## src/rtl/piso_pkg.sv

```systemverilog
// Shared types and sizing helpers for the PISO serial transmitter.
// Optional feature macro: PISO_PARITY_EN (appends one even-parity bit per frame).
package piso_pkg;

  typedef enum logic [0:0] {
    StIdle,
    StShift
  } state_e;

`ifdef PISO_PARITY_EN
  localparam bit ParityEn = 1'b1;
`else
  localparam bit ParityEn = 1'b0;
`endif

  // Bit counter width; wide enough to hold the word width itself.
  function automatic int unsigned cnt_width(input int unsigned n);
    return $clog2(n + 1);
  endfunction

  // Serial frame length: data bits plus the optional parity bit.
  function automatic int unsigned frame_len(input int unsigned n);
    return ParityEn ? n + 1 : n;
  endfunction

endpackage

```

## src/rtl/piso_bit_counter.sv

```systemverilog
// Frame bit counter with clear/increment and a last-bit comparator.
// Optional feature macro: PISO_PARITY_EN (only affects the LastVal the top passes in).
module piso_bit_counter #(
  parameter int unsigned Width   = 3,
  parameter int unsigned LastVal = 3
) (
  input  logic             clock,
  input  logic             reset_n,
  input  logic             clr,
  input  logic             inc,
  output logic [Width-1:0] count,
  output logic             last
);

  localparam logic [Width-1:0] LastCnt = Width'(LastVal);

  assign last = (count == LastCnt);

  // Counter register; clear has priority so the count never runs past the frame.
  always_ff @(posedge clock or negedge reset_n) begin
    if (!reset_n) begin
      count <= '0;
    end else if (clr) begin
      count <= '0;
    end else if (inc) begin
      count <= count + 1'b1;
    end
  end

endmodule

```

## src/rtl/piso_shift_tx.sv

```systemverilog
// Parallel-in serial-out transmitter, LSB first, with valid/ready word load.
// Optional feature macro: PISO_PARITY_EN (frame gains a trailing even-parity bit).
module piso_shift_tx
  import piso_pkg::*;
#(
  parameter int unsigned n = 4
) (
  input  logic         clock,
  input  logic         reset_n,
  input  logic [n-1:0] din,
  input  logic         load_valid,
  output logic         load_ready,
  input  logic         en,
  output logic         sout,
  output logic         sout_valid,
  output logic         done
);

  localparam int unsigned CntW  = cnt_width(n);
  localparam int unsigned Frame = frame_len(n);

  state_e            state_q, state_d;
  logic [n-1:0]      sreg_q, sreg_d;
  logic              done_q, done_d;
  logic              cnt_clr, cnt_inc;
  logic [CntW-1:0]   count;
  logic              last;
  logic              bit_out;

  piso_bit_counter #(
    .Width   (CntW),
    .LastVal (Frame - 1)
  ) u_bit_counter (
    .clock   (clock),
    .reset_n (reset_n),
    .clr     (cnt_clr),
    .inc     (cnt_inc),
    .count   (count),
    .last    (last)
  );

`ifdef PISO_PARITY_EN
  logic par_q;

  // Parity of the captured word, latched whenever a word is accepted.
  always_ff @(posedge clock or negedge reset_n) begin
    if (!reset_n) begin
      par_q <= 1'b0;
    end else if (load_valid && load_ready) begin
      par_q <= ^din;
    end
  end

  // The data register is empty by the parity slot, so substitute the parity bit.
  assign bit_out = last ? par_q : sreg_q[0];
`else
  assign bit_out = sreg_q[0];
`endif

  // State, shift register and done pulse registers.
  always_ff @(posedge clock or negedge reset_n) begin
    if (!reset_n) begin
      state_q <= StIdle;
      sreg_q  <= '0;
      done_q  <= 1'b0;
    end else begin
      state_q <= state_d;
      sreg_q  <= sreg_d;
      done_q  <= done_d;
    end
  end

  // Next-state, counter control and serial outputs.
  always_comb begin
    state_d    = state_q;
    sreg_d     = sreg_q;
    done_d     = 1'b0;
    cnt_clr    = 1'b0;
    cnt_inc    = 1'b0;
    load_ready = 1'b0;
    sout       = 1'b0;
    sout_valid = 1'b0;
    unique case (state_q)
      StIdle: begin
        load_ready = 1'b1;
        if (load_valid) begin
          sreg_d  = din;
          cnt_clr = 1'b1;
          state_d = StShift;
        end
      end
      StShift: begin
        sout       = bit_out;
        sout_valid = 1'b1;
        if (en) begin
          sreg_d = {1'b0, sreg_q[n-1:1]};
          if (last) begin
            done_d     = 1'b1;
            cnt_clr    = 1'b1;
            load_ready = 1'b1;
            // Back-to-back capture keeps the line busy without a gap.
            if (load_valid) begin
              sreg_d = din;
            end else begin
              state_d = StIdle;
            end
          end else begin
            cnt_inc = 1'b1;
          end
        end
      end
      default: begin
        state_d = StIdle;
      end
    endcase
  end

  assign done = done_q;

endmodule

```

## config.mk

```make
export PLATFORM = sky130hd
export DESIGN_NAME = piso_shift_tx
export DESIGN_NICKNAME = d
export VERILOG_FILES = /design/src/rtl/piso_pkg.sv /design/src/rtl/piso_bit_counter.sv /design/src/rtl/piso_shift_tx.sv
export SDC_FILE = /design/constraint.sdc
export NUM_CORES = 1
export LEC_CHECK = 0
export BUFFER_PORTS_ARGS = -buffer_cell sky130_fd_sc_hd__buf_2
export CAP_MARGIN = 10
export CORE_AREA = 2 2 39 41
export CTS_BUF_LIST = sky130_fd_sc_hd__clkbuf_8
export CTS_CLUSTER_DIAMETER = 80
export CTS_CLUSTER_SIZE = 24
export DETAILED_ROUTE_END_ITERATION = 10
export DIE_AREA = 0 0 41 43
export GPL_ROUTABILITY_DRIVEN = 0
export HOLD_SLACK_MARGIN = 0.12
export MAX_ROUTING_LAYER = met4
export PLACE_DENSITY = 0.68
export SYNTH_ARGS = -nofsm -noshare
export SYNTH_HDL_FRONTEND = slang
export SYNTH_SLANG_ARGS = --single-unit
```

## constraint.sdc

```tcl
create_clock -name clock -period 1.6 [get_ports clock]
set_clock_uncertainty 0.05 [all_clocks]
set_input_delay 0.32 -clock clock [delete_from_list [all_inputs] [get_ports clock]]
set_output_delay 0.32 -clock clock [all_outputs]
set_load 0.03 [all_outputs]
```

==> metrics.cfg <==
[status]
status = complete, but fails checks
failed_checks = setup timing

[routing]
wl_per_cell_um = 12.72
dr.pass1.iters = 4
vias_per_cell = 4.937
vias = 390
wl_um = 1005
drtIter0Drc = 8
ant_nets = 0
drcViolationCount = 0

[synthesis]
yosys.area.top_type = dfrtp_1
yosysSeqAreaShare_pct = 46.51
ys_types = 17
yosys_warnings = 0
synthCells = 44
syn_avg_cell_area_um2 = 11.00
synth_nets = 55
netlist.area_leader.share_pct = 46.51
ys_seq_elements = 9
synthTopCellsByArea = dfrtp_1, mux2i_1, ha_1, a21boi_4, a22o_1
syn_area_um2 = 484.2

[sta]
worstMarginPinSlew_ns = 0.2513
final.period_utilization_pct = 100.2
setup_viol = 1
hold_ws_ns = 0.3005
hold_viol = 0
grt_setup_unrepaired = yes
drv_slew = 0
fin_crit_ns = 1.604
max_slew_margin_pct = 83.18
setup_ws_ns = -0.003929
fmax_ghz = 0.6235

[pwr]
ir_drop_uv = 553.4
p_total_w = 0.001124
p_comb_share_pct = 44.3
p_int_w = 0.0007324
p_sw_w = 0.0003912
clkPwrFrac_pct = 23.0
leakage_nw = 0.3574
seqPwrFrac_pct = 32.7
pwr_density_cell_nw_per_um2 = 1676
sw_frac_of_total_pct = 34.82

[place]
place.port_buffers = 11
pre_cts_ws_ns = 0.05144
dp_hpwl_um = 631.6
placedCellCount = 70

[critical_path]
path_buf_inv = 1
worst_setup_path_start_kind = flop
critPathMaxFanout = 2
slowest_stage = dfrtp_1
crit_chain = ha_4 -> ha_4 -> nand2_2 -> nand2_2 -> buf_6
cpLargestDelayFamily = flip-flops
required_ns = 1.23
worstReg2RegStart = u_bit_counter.count[1]
cpPeakStageDelay_ns = 0.41
arrival_ns = 1.23
r2r_slack_ns = 0.06
end_kind = output pin
critPathKind = reg2out
r2r-end = sreg_q[1]
reg2reg_depth = 6

[layout]
n_antenna_cell = 0
area_delta_synth_final_pct = 38.50
final_cells = 79
final_nets = 75
fin_util_pct = 48.46
layout_common_cells = buf_2, dfrtp_1, inv_1
final_common_cell = buf_2
fillers = 139
layout-drive-gt1-share_pct = 42.86

[global_routing]
grt_antenna_before_repair = 0
grt_start_max_net_pins = 12
grt_pass1_vias = 384
grt_pass1_wl_um = 1580
grt_use_total_pct = 14.76
gr-total-overflow = 0

[floorplanning]
core-area_um2 = 1384
die-area_um2 = 1763
initial_core_util_pct = 34.99
rows = 14
ioPinCount = 12
die_w_um = 41
die_h_um = 43

[clock_network]
htreeDepth = 1
tritoncts = yes
clk_pin_slew_ns = 0.05
cts.sinks = 9
insertion_delay_ns = 0.23
numCtsBuffers = 3
root_buffer = clkbuf_8
cts.path.max_buffers = 2

[worst_hold_path]
hold_path_class = in2reg
hold_depth = 2
min_from = din[3]
hold_path_end = sreg_q[3]

[run]
drv_cap = 0

[per-stage QoR]
| stage | setup TNS, ns | cell area [um^2] |
|---|---|---|
| after floorplan | 0 | 484.2 |
| after global placement | 0 | 548.0 |
| after detailed placement | 0 | 548.0 |
| after CTS | -0.01404 | 661.9 |
| after global routing | -0.02849 | 670.6 |
| final | -0.003929 | 670.6 |
[cells by family (layout without fill, tap and decap cells)]
| family | Yosys count | in the layout | share of synthesized area (%) |
|---|---|---|---|
| AND/OR/NAND/NOR | 12 | 12 | 11.63 |
| AO/OA/AOI/OAI | 10 | 10 | 17.31 |
| flip-flops | 9 | 9 | 46.51 |
| multiplexers | 5 | 5 | 11.37 |
| buffers and inverters | 5 | 24 | 5.425 |
| adder cells (fa/ha/maj) | 3 | 3 | 7.753 |
[synth_stat cells, drive strengths merged]
master and number:
nor2 4, mux2 1, a22o 3, and2 1
dfrtp 9, a21oi 3, o22ai 2, mux2i 4
ha 3, nand2b 2, inv 4, nand2 4
a21boi 1, a32o 1, buf 1, and3 1
[metal layers]
layer	GRT usage (%)	routed length, um	vias to the layer above
met2	18.13	483	14
met4	14.00	23	0
met5	-	0	-
met1	17.94	434	183
li1	-	-	191
met3	4.712	65	2
[area by class of cell]
type	instances	area, um^2	share of cell area [%]
Clock inverter	1	3.754	0.5597
Multi-Input combinational cell	30	262.8	39.18
Inverter	4	15.01	2.239
Sequential cell	9	226.5	33.77
Clock buffer	3	41.29	6.157
Tap cell	16	20.02	2.985
Timing Repair Buffer	16	101.3	15.11
[power groups by stage]
stage / Sequential [W] / Clock (W) / Combinational, W
after floorplan: 0.000360 / 0 / 0.000300
after global placement: 0.000361 / 0 / 0.000374
after detailed placement: 0.000366 / 0 / 0.000381
after CTS: 0.000365 / 0.000262 / 0.000483
after global routing: 0.000380 / 0.000276 / 0.000551
final: 0.000367 / 0.000259 / 0.000498
[flip-flops by register name (all words and copies together) (netlist names)]
| register | cells |
|---|---|
| u_bit_counter.count | 3 |
| sreg_q | 4 |
| state_q | 1 |
| done | 1 |
[worst max-delay path by stage]
stage,start,end,slack [ns],cells past startpoint
detailed placement,u_bit_counter.count[0],load_ready,0.05,5
global placement,u_bit_counter.count[0],load_ready,0.07,5
floorplan,u_bit_counter.count[0],load_ready,0.15,4
global route,u_bit_counter.count[1],load_ready,-0.03,5
finish,u_bit_counter.count[1],load_ready,-0.004,5
CTS,u_bit_counter.count[1],load_ready,-0.01,5
[timing repair]
action / 4_1_cts / 5_1_grt
pin swaps: 1 / 1
setup buffers: 3 / 1
setup endpoints to repair: 1 / 2
endpoints found under the hold margin: 9 / 0
gates cloned: 0 / 0
hold buffers: 1 / 0
resized for setup: 8 / 1
Note: power is estimated with default switching activity, not from simulation.
